$ cat config.mk
export PLATFORM = sky130hd
export DESIGN_NAME = rts_step_ctrl_flat
export DESIGN_NICKNAME = d
export VERILOG_FILES = /design/src/rtl/rts_step_ctrl_if.sv /design/src/rtl/rts_step_ctrl.sv /design/src/flat_wrapper.sv
export SDC_FILE = /design/constraint.sdc
export NUM_CORES = 1
export LEC_CHECK = 0
export ABC_AREA = 1
export CAP_MARGIN = 10
export CORE_AREA = 4 4 90 92
export CTS_BUF_LIST = sky130_fd_sc_hd__clkbuf_4 sky130_fd_sc_hd__clkbuf_8
export DETAILED_ROUTE_END_ITERATION = 7
export DIE_AREA = 0 0 94 96
export DONT_BUFFER_PORTS = 1
export PLACE_DENSITY = 0.81
export SLEW_MARGIN = 20
export SYNTH_ARGS = -nofsm -noshare
export SYNTH_HDL_FRONTEND = slang
export SYNTH_SLANG_ARGS = --single-unit
$ cat constraint.sdc
create_clock -name clk -period 2.71 [get_ports clk]
set_input_delay 0.542 -clock clk [delete_from_list [all_inputs] [get_ports clk]]
set_output_delay 0.542 -clock clk [all_outputs]
set_load 0.05 [all_outputs]
$ cat src/rtl/rts_step_ctrl_if.sv
// Handshake bundle between the step controller and the solver/host side.
// Latency: none (wires only).
// Backpressure: none; all signals are single-cycle pulses or levels.
//
// Signals:
//   init_pulse, en, done[N_SOLVER], clr_ovr   : towards the controller
//   start, step_end, step_busy, step_cnt,
//   overrun, overrun_cnt                      : from the controller
interface rts_step_ctrl_if #(
  parameter int N_SOLVER = 5,
  parameter int CNT_W    = 32
);
  logic                init_pulse;
  logic                en;
  logic [N_SOLVER-1:0] done;
  logic                clr_ovr;
  logic                start;
  logic                step_end;
  logic                step_busy;
  logic [CNT_W-1:0]    step_cnt;
  logic                overrun;
  logic [15:0]         overrun_cnt;

  modport master (
    output init_pulse, en, done, clr_ovr,
    input  start, step_end, step_busy, step_cnt, overrun, overrun_cnt
  );

  modport slave (
    input  init_pulse, en, done, clr_ovr,
    output start, step_end, step_busy, step_cnt, overrun, overrun_cnt
  );
endinterface

$ cat src/rtl/rts_step_ctrl.sv
// Real-time step pacer: issues start every STEP_CYCLES clocks, collects solver done pulses, flags deadline misses.
// Latency: en in ARMED -> start next cycle; last done -> step_end/step_cnt next cycle; overrun the cycle after the tick.
// Backpressure: none; late steps keep running and missed slots are skipped, never queued.
//
// Ports:
//   clk, rst  : clock, asynchronous active-high reset
//   bus       : rts_step_ctrl_if.slave (init_pulse, en, done, clr_ovr in;
//               start, step_end, step_busy, step_cnt, overrun, overrun_cnt out)
module rts_step_ctrl #(
  parameter int N_SOLVER    = 5,
  parameter int STEP_CYCLES = 500,
  parameter int CNT_W       = 32
) (
  input  logic             clk,
  input  logic             rst,
  rts_step_ctrl_if.slave   bus
);

  localparam int TMR_W = $clog2(STEP_CYCLES);
  localparam logic [TMR_W-1:0] LAST = TMR_W'(STEP_CYCLES - 1);

  localparam logic [1:0] S_IDLE    = 2'd0;
  localparam logic [1:0] S_ARMED   = 2'd1;
  localparam logic [1:0] S_COMPUTE = 2'd2;
  localparam logic [1:0] S_WAIT    = 2'd3;

  logic [1:0]          r_state;
  logic [TMR_W-1:0]    r_timer;
  logic [N_SOLVER-1:0] r_done_lat;
  logic                r_start;
  logic                r_step_end;
  logic                r_busy;
  logic [CNT_W-1:0]    r_step_cnt;
  logic                r_overrun;
  logic [15:0]         r_overrun_cnt;

  logic [1:0]          w_nxt_state;
  logic [TMR_W-1:0]    w_nxt_timer;
  logic [N_SOLVER-1:0] w_nxt_lat;
  logic [N_SOLVER-1:0] w_lat;
  logic                w_all;
  logic                w_tick;
  logic                w_start;
  logic                w_end;
  logic                w_miss;

  always_comb begin
    w_lat       = r_done_lat | bus.done;
    w_all       = &w_lat;
    w_tick      = (r_timer == LAST);
    w_nxt_state = r_state;
    w_nxt_timer = '0;
    w_nxt_lat   = r_done_lat;
    w_start     = 1'b0;
    w_end       = 1'b0;
    w_miss      = 1'b0;
    case (r_state)
      S_IDLE: begin
        if (bus.init_pulse) w_nxt_state = S_ARMED;
      end
      S_ARMED: begin
        if (bus.en) begin
          w_nxt_state = S_COMPUTE;
          w_start     = 1'b1;
          w_nxt_lat   = '0;
        end
      end
      S_COMPUTE: begin
        w_nxt_timer = w_tick ? '0 : r_timer + TMR_W'(1);
        w_nxt_lat   = w_lat;
        if (w_all) begin
          w_end = 1'b1;
          if (!w_tick) begin
            w_nxt_state = S_WAIT;
          end else if (bus.en) begin
            // Finished exactly on the slot boundary: roll straight into the next step.
            w_start   = 1'b1;
            w_nxt_lat = '0;
          end else begin
            w_nxt_state = S_ARMED;
          end
        end else if (w_tick) begin
          // Deadline missed: keep collecting, no new start for this slot.
          w_miss = 1'b1;
        end
      end
      S_WAIT: begin
        w_nxt_timer = w_tick ? '0 : r_timer + TMR_W'(1);
        if (w_tick) begin
          if (bus.en) begin
            w_nxt_state = S_COMPUTE;
            w_start     = 1'b1;
            w_nxt_lat   = '0;
          end else begin
            w_nxt_state = S_ARMED;
          end
        end
      end
      default: w_nxt_state = S_IDLE;
    endcase
  end

  always_ff @(posedge clk or posedge rst) begin
    if (rst) begin
      r_state       <= S_IDLE;
      r_timer       <= '0;
      r_done_lat    <= '0;
      r_start       <= 1'b0;
      r_step_end    <= 1'b0;
      r_busy        <= 1'b0;
      r_step_cnt    <= '0;
      r_overrun     <= 1'b0;
      r_overrun_cnt <= '0;
    end else begin
      r_state    <= w_nxt_state;
      r_timer    <= w_nxt_timer;
      r_done_lat <= w_nxt_lat;
      r_start    <= w_start;
      r_step_end <= w_end;
      r_busy     <= (w_nxt_state == S_COMPUTE);
      if (w_end) r_step_cnt <= r_step_cnt + CNT_W'(1);
      // A new miss wins over a coincident clear: the count restarts at 1.
      if (w_miss) begin
        r_overrun <= 1'b1;
        if (bus.clr_ovr)                  r_overrun_cnt <= 16'd1;
        else if (r_overrun_cnt != 16'hFFFF) r_overrun_cnt <= r_overrun_cnt + 16'd1;
      end else if (bus.clr_ovr) begin
        r_overrun     <= 1'b0;
        r_overrun_cnt <= '0;
      end
    end
  end

  assign bus.start       = r_start;
  assign bus.step_end    = r_step_end;
  assign bus.step_busy   = r_busy;
  assign bus.step_cnt    = r_step_cnt;
  assign bus.overrun     = r_overrun;
  assign bus.overrun_cnt = r_overrun_cnt;

endmodule

$ cat src/flat_wrapper.sv
// flat-port wrapper written by rule: the top's interface ports become plain ports
module rts_step_ctrl_flat 
#(
  parameter int N_SOLVER    = 5,
  parameter int STEP_CYCLES = 500,
  parameter int CNT_W       = 32
)
  (clk, rst, bus_init_pulse, bus_en, bus_done, bus_clr_ovr, bus_start, bus_step_end, bus_step_busy, bus_step_cnt, bus_overrun, bus_overrun_cnt);
  rts_step_ctrl_if #(.N_SOLVER(N_SOLVER), .CNT_W(CNT_W)) bus_i ();
  input  logic clk;
  input  logic rst;
  input wire logic [$bits(bus_i.init_pulse)-1:0] bus_init_pulse;
  input wire logic [$bits(bus_i.en)-1:0] bus_en;
  input wire logic [$bits(bus_i.done)-1:0] bus_done;
  input wire logic [$bits(bus_i.clr_ovr)-1:0] bus_clr_ovr;
  output wire logic [$bits(bus_i.start)-1:0] bus_start;
  output wire logic [$bits(bus_i.step_end)-1:0] bus_step_end;
  output wire logic [$bits(bus_i.step_busy)-1:0] bus_step_busy;
  output wire logic [$bits(bus_i.step_cnt)-1:0] bus_step_cnt;
  output wire logic [$bits(bus_i.overrun)-1:0] bus_overrun;
  output wire logic [$bits(bus_i.overrun_cnt)-1:0] bus_overrun_cnt;
  assign bus_i.init_pulse = bus_init_pulse;
  assign bus_i.en = bus_en;
  assign bus_i.done = bus_done;
  assign bus_i.clr_ovr = bus_clr_ovr;
  assign bus_start = bus_i.start;
  assign bus_step_end = bus_i.step_end;
  assign bus_step_busy = bus_i.step_busy;
  assign bus_step_cnt = bus_i.step_cnt;
  assign bus_overrun = bus_i.overrun;
  assign bus_overrun_cnt = bus_i.overrun_cnt;
  rts_step_ctrl #(.N_SOLVER(N_SOLVER), .STEP_CYCLES(STEP_CYCLES), .CNT_W(CNT_W)) u_core (.clk(clk), .rst(rst), .bus(bus_i));
endmodule
Word-level counts from Yosys, hierarchy flattened
Index checks and enable logic that the tools add are counted.
Operators by class
  shifts and indexed selects: 0
  equality and inequality tests: 7
  bitwise operators: 1
  div/mod/pow operators: 0
  magnitude comparators: 0
  reduce and logical (&&, ||, !) cells: 8
  add/sub/neg operators: 3
  multiply operators: 0
  multiplexer cells: 31
Operator list (number)
  $mux W16: 4
  $add A32 B1 Y32 const B: 1
  $mux W5: 5
  $mux W9: 2
  $add A16 B1 Y16 const B: 1
  $ne A16 B16 Y1 const B: 1
  $pmux W5 S3: 1
  $mux W2: 7
  $mux W1: 10
  $add A9 B1 Y9 const B: 1
  $eq A9 B9 Y1 const B: 1
  $pmux W2 S4: 1
  $eq A2 B2 Y1 const B: 3
  $or A5 B5 Y5: 1
  $reduce_and A5 Y1: 1
  $reduce_and A2 Y1: 2
  $reduce_bool A2 Y1: 2
  $pmux W1 S3: 1
  $reduce_bool A3 Y1: 1
  $eq A2 B1 Y1 const B: 1
  $logic_not A2 Y1: 1
  $ne A2 B1 Y1 const B: 1
  $reduce_or A2 Y1: 1
Word-level totals
  output and inout bits: 52
  register bits: 68
  memories: 0
  bits in latches: 0
  input port bits: 10
  ROM bits: 0
  logic and storage cells: 59
  memory bits (writable): 0

Depth between registers and ports, before layout
Gate-level depths: netlist of run 1.
  depth in word-level cells: 6
  mapped depth: 11

Least setup slack after synthesis of run 1
OpenSTA, ideal clock, no wires.
  kind: register -> register
  from: register u_core.r_overrun_cnt[0], in the netlist u_core.bus.overrun_cnt[0]
  to: register u_core.r_overrun_cnt[0], in the netlist u_core.bus.overrun_cnt[0]
  period minus slack after synthesis: 1.943 ns
  arrival time: 1.877 ns
  setup slack: 0.767 ns
  stages on the path, launching flop included: 11
  setup time: 0.065 ns
  path buffers: 1
  required time: 2.645 ns
  path through: dfrtp_1 ha_1 nand2_1 nor3_4 nand2_2 nor2_2 nand3_2 nand2_4 buf_6 nand2_1 nand2_1
Between the ends
  cells in the longest elaborated chain, start to end: 4
Ends and longest elaborated chain
  start, declared: line rts_step_ctrl.sv:35  | logic [15:0] r_overrun_cnt;
  start signal, assigned: line rts_step_ctrl.sv:126  | else if (r_overrun_cnt != 16'hFFFF) r_overrun_cnt <= r_overrun_cnt + 16'd1;
  $add A16 B1 Y16: line rts_step_ctrl.sv:126
  $mux W16: line rts_step_ctrl.sv:126
  $mux W16: line rts_step_ctrl.sv:125  | if (bus.clr_ovr) r_overrun_cnt <= 16'd1;
  $mux W16: line rts_step_ctrl.sv:123  | if (w_miss) begin
Parallel ways exist; a longest one is shown, timed or not. The select of a mux whose other input is x is not followed.
A chain may end at the register's enable or synchronous reset.

Worst setup path after layout of run 1
  from: register u_core.r_step_cnt[6], in the netlist u_core.bus.step_cnt[6]
  to: register u_core.r_step_cnt[19], in the netlist u_core.bus.step_cnt[19]
Between the ends
  cells in the longest elaborated chain, start to end: 1
Ends and longest elaborated chain
  start, declared: line rts_step_ctrl.sv:33  | logic [CNT_W-1:0] r_step_cnt;
  start signal, assigned: line rts_step_ctrl.sv:121  | if (w_end) r_step_cnt <= r_step_cnt + CNT_W'(1);
  $add A32 B1 Y32: line rts_step_ctrl.sv:121
Every way passes these cells.

==> results of run 1 <==
==> per-stage QoR <==
| stage | worst slack [ns] | area (µm²) | power [mW] |
|---|---|---|---|
| floorplan | 0.456 | 4120 | 1.98 |
| CTS | 0.684 | 4690 | 3.21 |
| global placement | 0.747 | 4440 | 2.13 |
| global route | 0.473 | 4690 | 3.37 |
| finish | 0.697 | 4690 | 3.19 |
| detailed placement | 0.723 | 4440 | 2.17 |
==> registers in the layout, summed over array words and instances, names as in the netlist <==
name and cells:
u_core.bus.overrun 1, u_core.bus.overrun_cnt 16, u_core.bus.start 1, u_core.bus.step_busy 1
u_core.bus.step_cnt 32, u_core.bus.step_end 1, u_core.r_done_lat 5, u_core.r_state 2
u_core.r_timer 9
==> cells by family after synthesis <==
family	Yosys count	synth area share
xor+xnor	24	0.0510
compound gates	26	0.0352
buf+inv	66	0.0650
flops	68	0.413
simple gates	427	0.427
fa+ha+maj	3	0.00911
==> where the power goes <==
part	leakage [nW]	internal (mW)	switching, mW
clock network	0.120	0.617	0.422
logic	1.24	0.209	0.540
registers	0.916	1.16	0.248
==> routing by layer <==
layer | wire (µm) | share of wire | vias up
li1 | - | - | 1972
met1 | 4290 | 0.42 | 1842
met2 | 5000 | 0.49 | 130
met3 | 741 | 0.072 | 21
met4 | 238 | 0.023 | 0
met5 | 0 | 0 | -
==> cell type report <==
class                           count  area [µm²]
Fill cell                         656        2520
Timing Repair Buffer               33         248
Clock inverter                      7         124
Clock buffer                        9         124
Sequential cell                    68        1700
Multi-Input combinational cell    480        2150
Inverter                           58         218
Tap cell                           99         124
==> cells in the mapped netlist, drive strengths merged, types with 2 or more instances <==
cell type    n
nand3       34
nor3b        2
nor3        18
xor2        17
buf          7
dfrtp       68
inv         58
o21bai       2
a21oi        6
ha           3
xnor2        7
nand3b       3
o21ai       15
nor2       101
nand2      260
nand4        8
==> layout by cell type (no fill, tap or decap), types with 2 or more instances in the layout <==
cell type and n:
dfrtp_1 68, xnor2_1 7, o21bai_1 2, ha_1 3, nor3_1 16, nand2_2 3, xor2_1 17, nor2_1 99
nor3b_1 2, clkinv_4 2, nand3b_1 3, o21ai_0 14, nand3_1 33, buf_4 33, nand4_1 8, inv_1 56
clkbuf_8 9, bufinv_16 3, inv_2 2, nand2_1 256, a21oi_1 6
==> final timing paths <==
check | endpoint | slack, ns | depth (start not counted)
max | u_core.bus.step_cnt[19]$_DFFE_PP0P_ | 0.70 | 9
min | u_core.r_done_lat[4]$_DFFE_PP0P_ | 0.33 | 2
max reg2reg | u_core.bus.step_cnt[19]$_DFFE_PP0P_ | 0.70 | 9
min reg2reg | u_core.r_timer[0]$_DFF_PP0_ | 0.46 | 1
max in group asynchronous | u_core.bus.overrun_cnt[3]$_DFFE_PP0P_ | 1.82 | 2
min in group clk | u_core.bus.overrun_cnt[12]$_DFFE_PP0P_ | 0.34 | 3
==> metrics.yaml, run 1 <==
outcome:
  status: "finished, final reports clean"
floorplan:
  pin_count: 62
  initial_core_util: 0.571
  core_mm2: 0.00721
  fp.dieH_um: 96
  fp-row-count: 31
  die_w_um: 94
  dieArea_mm2: 0.00902
logic_synthesis:
  async_reset_ff_frac: 1.00
  syn_area_mm2: 0.00412
  synthDistinctLibCells: 32
  ys_seq_area_frac: 0.413
  synth.largest_area_cell: "dfrtp_1"
  synth.avg_cell_area_um2: 6.71
  synth_fp_nets: 627
  synth_top_area_frac: 0.413
  synth-seq-cells: 68
  synth_cells: 614
  synth_area_leaders: "dfrtp_1 41%, nand2_1 23%, nor2_1 9.0%"
  yosysWarnings: 0
  synth_edf_count: 0
  ys.flop_type: "dfrtp_1"
timing:
  rsz0062_at_grt: "no"
  tns_ns: 0
  hold_viol: 0
  worst_pin_slew_ns: 0.859
  slew_violations: 0
  holdWs_ns: 0.329
  finClkSkew_ns: 0.0161
  finalCritPeriodShare: 0.743
  max_freq_mhz: 497
  max-slew-margin-rel: 0.428
  min_period_ns: 2.01
  setup_viol: 0
clock_tree:
  ctsHoldBuffers: 0
  clk_pin_slew_ns: 0.09
  cts_setup_buffers: 0
  htreeDepth: 3
  clockBufferDepth: 2
  cts_sinks: 68
  worstSkewPairLatency_ns: 0.35
  root_buffer: "clkbuf_8"
  cts_made_buffers: 9
  ctsResizeCount: 0
  cts_tree: "done"
detailed_routing:
  viasPerCell: 5.26
  routedWlPerCell_um: 13.6
  drc: 0
  ant_nets: 0
  routed_wl_um: 10300
  drt-pass1-iter-count: 4
  num_vias: 3965
  drt_iter0_markers: 175
grt:
  grt.busiest_layer: "met2"
  first_global_vias: 3895
  grt_max_degree: 69
  grt_use_met1: 0.293
  use_met3: 0.0649
  gr-total-overflow: 0
  grt_pass1_wl_um: 17700
  grt_usage: 0.244
  antenna_found_initial: 0
  gr-usage-met2: 0.423
placed_design:
  gp_congestion: 0.971
  dp_hpwl_um: 7590
  portBuffers: 0
  placed_cells: 738
power:
  worst_ir_drop_vdd_mv: 0.525
  leakage_nw: 2.27
  p_per_area_mw_per_mm2: 681
cells_and_area:
  post-route-util: 0.650
  drive_gt1_frac: 0.0931
  area_growth_pct: 13.8
  nets: 663
  stdcell_count: 754
  diodes: 0
critical_path:
  worstPathBufferInverterCount: 1
  path_class: "reg2reg"
  crit_top_cell: "nand2_1"
  crit_arrival_ns: 2.24
  max_stage_delay_ns: 0.71
  cp.required_ns: 2.94
  crit_family: "simple AND/OR/NAND/NOR gates"
  critPathSlowestCell: "dfrtp_1"
  startpoint: "u_core.bus.step_cnt[6]$_DFFE_PP0P_"
  timing.rr.start: "u_core.bus.step_cnt[6]$_DFFE_PP0P_"
  crit_path_end_kind: "register"
  crit_fanout: 4
  path_cells: "nand2_1 -> nor2_1 -> nand2_1 -> nor2_1 -> inv_1 -> nor2_1 -> nand2_1 -> nand2_1 -> nand2_1"
  start_kind: "register"
job:
  maxCapViolCount: 0
worst_hold_path:
  hp-class: "in2async"
(Power assumes the default switching activity.)
==> run 2: changes to the inputs <==
==> constraint.sdc (replaced) <==
create_clock -name clk -period 2 [get_ports clk]
set_input_delay 0.4 -clock clk [delete_from_list [all_inputs] [get_ports clk]]
set_output_delay 0.4 -clock clk [all_outputs]
set_load 0.05 [all_outputs]
==> metrics.yaml, run 2 (synthesis gave the netlist of run 1 again) <==
placed_design:
  portBuffers: 0
  dp_hpwl_um: 7850
  placed_area_mm2: 0.00460
  gp_congestion: 0.991
critical_path:
  crit_fanout: 8
  crit_path_end_kind: "register"
  crit_top_cell: "nand2_1"
  path_class: "reg2reg"
  cp.required_ns: 2.23
  reg2reg_setup_slack_ns: 0.22
  critPathSlowestCell: "dfrtp_1"
  crit_arrival_ns: 2.01
  path_cells: "ha_1 -> nand2_1 -> nor2_1 -> nand2_1 -> nor2_1 -> nand2_1 -> o21ai_2 -> o21ai_0"
  max_stage_delay_ns: 0.38
  start_kind: "register"
clock_tree:
  cts_made_buffers: 9
  htreeDepth: 3
  root_buffer: "clkbuf_8"
  clk_pin_slew_ns: 0.08
  cts_tree: "done"
  cts_sinks: 68
  worstSkewPairLatency_ns: 0.36
  cts_setup_buffers: 0
  clockBufferDepth: 2
grt:
  grt_pass1_wl_um: 18000
  grt_usage: 0.252
  grt_max_degree: 31
  antenna_found_initial: 0
  first_global_vias: 3993
  gr-total-overflow: 0
timing:
  rsz0062_at_grt: "no"
  hold_viol: 0
  max-slew-margin-rel: 0.612
  min_period_ns: 1.78
  slew_violations: 0
  max_freq_mhz: 562
  tns_ns: 0
  setup_viol: 0
  finClkSkew_ns: 0.00809
  finalCritPeriodShare: 0.890
  worst_pin_slew_ns: 0.581
power:
  p_per_area_mw_per_mm2: 839
  switching_share: 0.413
  power.internal_mw: 2.36
  pwr-share-comb: 0.288
  leakage_nw: 2.34
  pwr-share-clk: 0.258
  p_total_mw: 4.01
  worst_ir_drop_vdd_mv: 0.693
  seq_power_share: 0.454
  switchingPower_mw: 1.66
cells_and_area:
  post-route-util: 0.663
  final_cell_mix: "256 x nand2_1, 99 x nor2_1, 68 x dfrtp_1, 56 x inv_1, 51 x buf_4"
  diodes: 0
  mostFrequentLayoutCell: "nand2_1"
  area_growth_pct: 16.1
  fin_area_mm2: 0.00478
  num-fill-cells: 636
  drive_gt1_frac: 0.119
  nets: 683
  largest_reg_flops: 32
outcome:
  status: "finished, final reports clean"
floorplan:
  die_w_um: 94
  dieArea_mm2: 0.00902
  fp-row-count: 31
  initial_core_util: 0.571
  fp.dieH_um: 96
  pin_count: 62
  core_mm2: 0.00721
detailed_routing:
  drc: 0
  num_vias: 4072
  viasPerCell: 5.26
  routed_wl_um: 10500
  drt-pass1-iter-count: 5
  routedWlPerCell_um: 13.6
  ant_nets: 0
  drt_iter0_markers: 197
job:
  maxCapViolCount: 0
worst_hold_path:
  hp-class: "in2reg"
## run 2: worst max-delay path, delay by kind of cell, from the launching register on
family	cells	cell delay [ns]
AOI/OAI and AO/OA	2	0.50
adders and majority gates	1	0.21
and+or+nand+nor	5	0.55
DFF	1	0.38
## run 2: area by class of cell
cell class	instances	area, µm²	area share
Multi-Input combinational cell	480	2150	0.450
Sequential cell	68	1700	0.356
Timing Repair Buffer	53	413	0.0863
Inverter	58	221	0.0463
Clock buffer	10	131	0.0275
Tap cell	99	124	0.0259
Clock inverter	6	41.3	0.00863
## run 2: path summary, 6_finish.rpt
check	start	cells after the start	to
setup reg to reg	u_core.r_timer[0]$_DFF_PP0_	8	u_core.bus.overrun_cnt[10]$_DFFE_PP0P_
hold reg to reg	u_core.r_timer[0]$_DFF_PP0_	1	u_core.r_timer[0]$_DFF_PP0_
min in group asynchronous	rst	2	u_core.r_done_lat[2]$_DFFE_PP0P_
hold / removal	bus_clr_ovr	3	u_core.bus.overrun_cnt[12]$_DFFE_PP0P_
setup / recovery	u_core.r_timer[0]$_DFF_PP0_	8	u_core.bus.overrun_cnt[10]$_DFFE_PP0P_
max in group asynchronous	rst	3	u_core.bus.step_cnt[13]$_DFFE_PP0P_
## run 2: power groups by stage
stage / clock (mW) / combinational, mW / sequential [mW]
after CTS: 1.05 / 1.16 / 1.82
after global placement: 0 / 1.12 / 1.83
after detailed placement: 0 / 1.15 / 1.84
final: 1.04 / 1.16 / 1.82
after floorplan: 0 / 0.647 / 2.04
after global routing: 1.11 / 1.30 / 1.85
## run 2: what timing repair did
action	CTS	global route
gates resized for setup	0	0
endpoints found under the hold margin	24	0
hold buffers	1	0
## run 2: stage by stage
step                hold WS (ns)  setup WS, ns  std cells
floorplan                  0.433        0.0573        614
global placement           0.353         0.365        757
global route               0.198        0.0265        774
detailed placement         0.361         0.255        757
finish                     0.184         0.219        774
CTS                        0.176         0.224        774
## run 2: metal layers
metal,vias up,track usage,routed length (µm)
li1,2017,-,-
met1,1885,0.301,4300
met2,149,0.439,5140
met3,21,0.0555,822
met4,0,0.106,235
met5,-,0,0
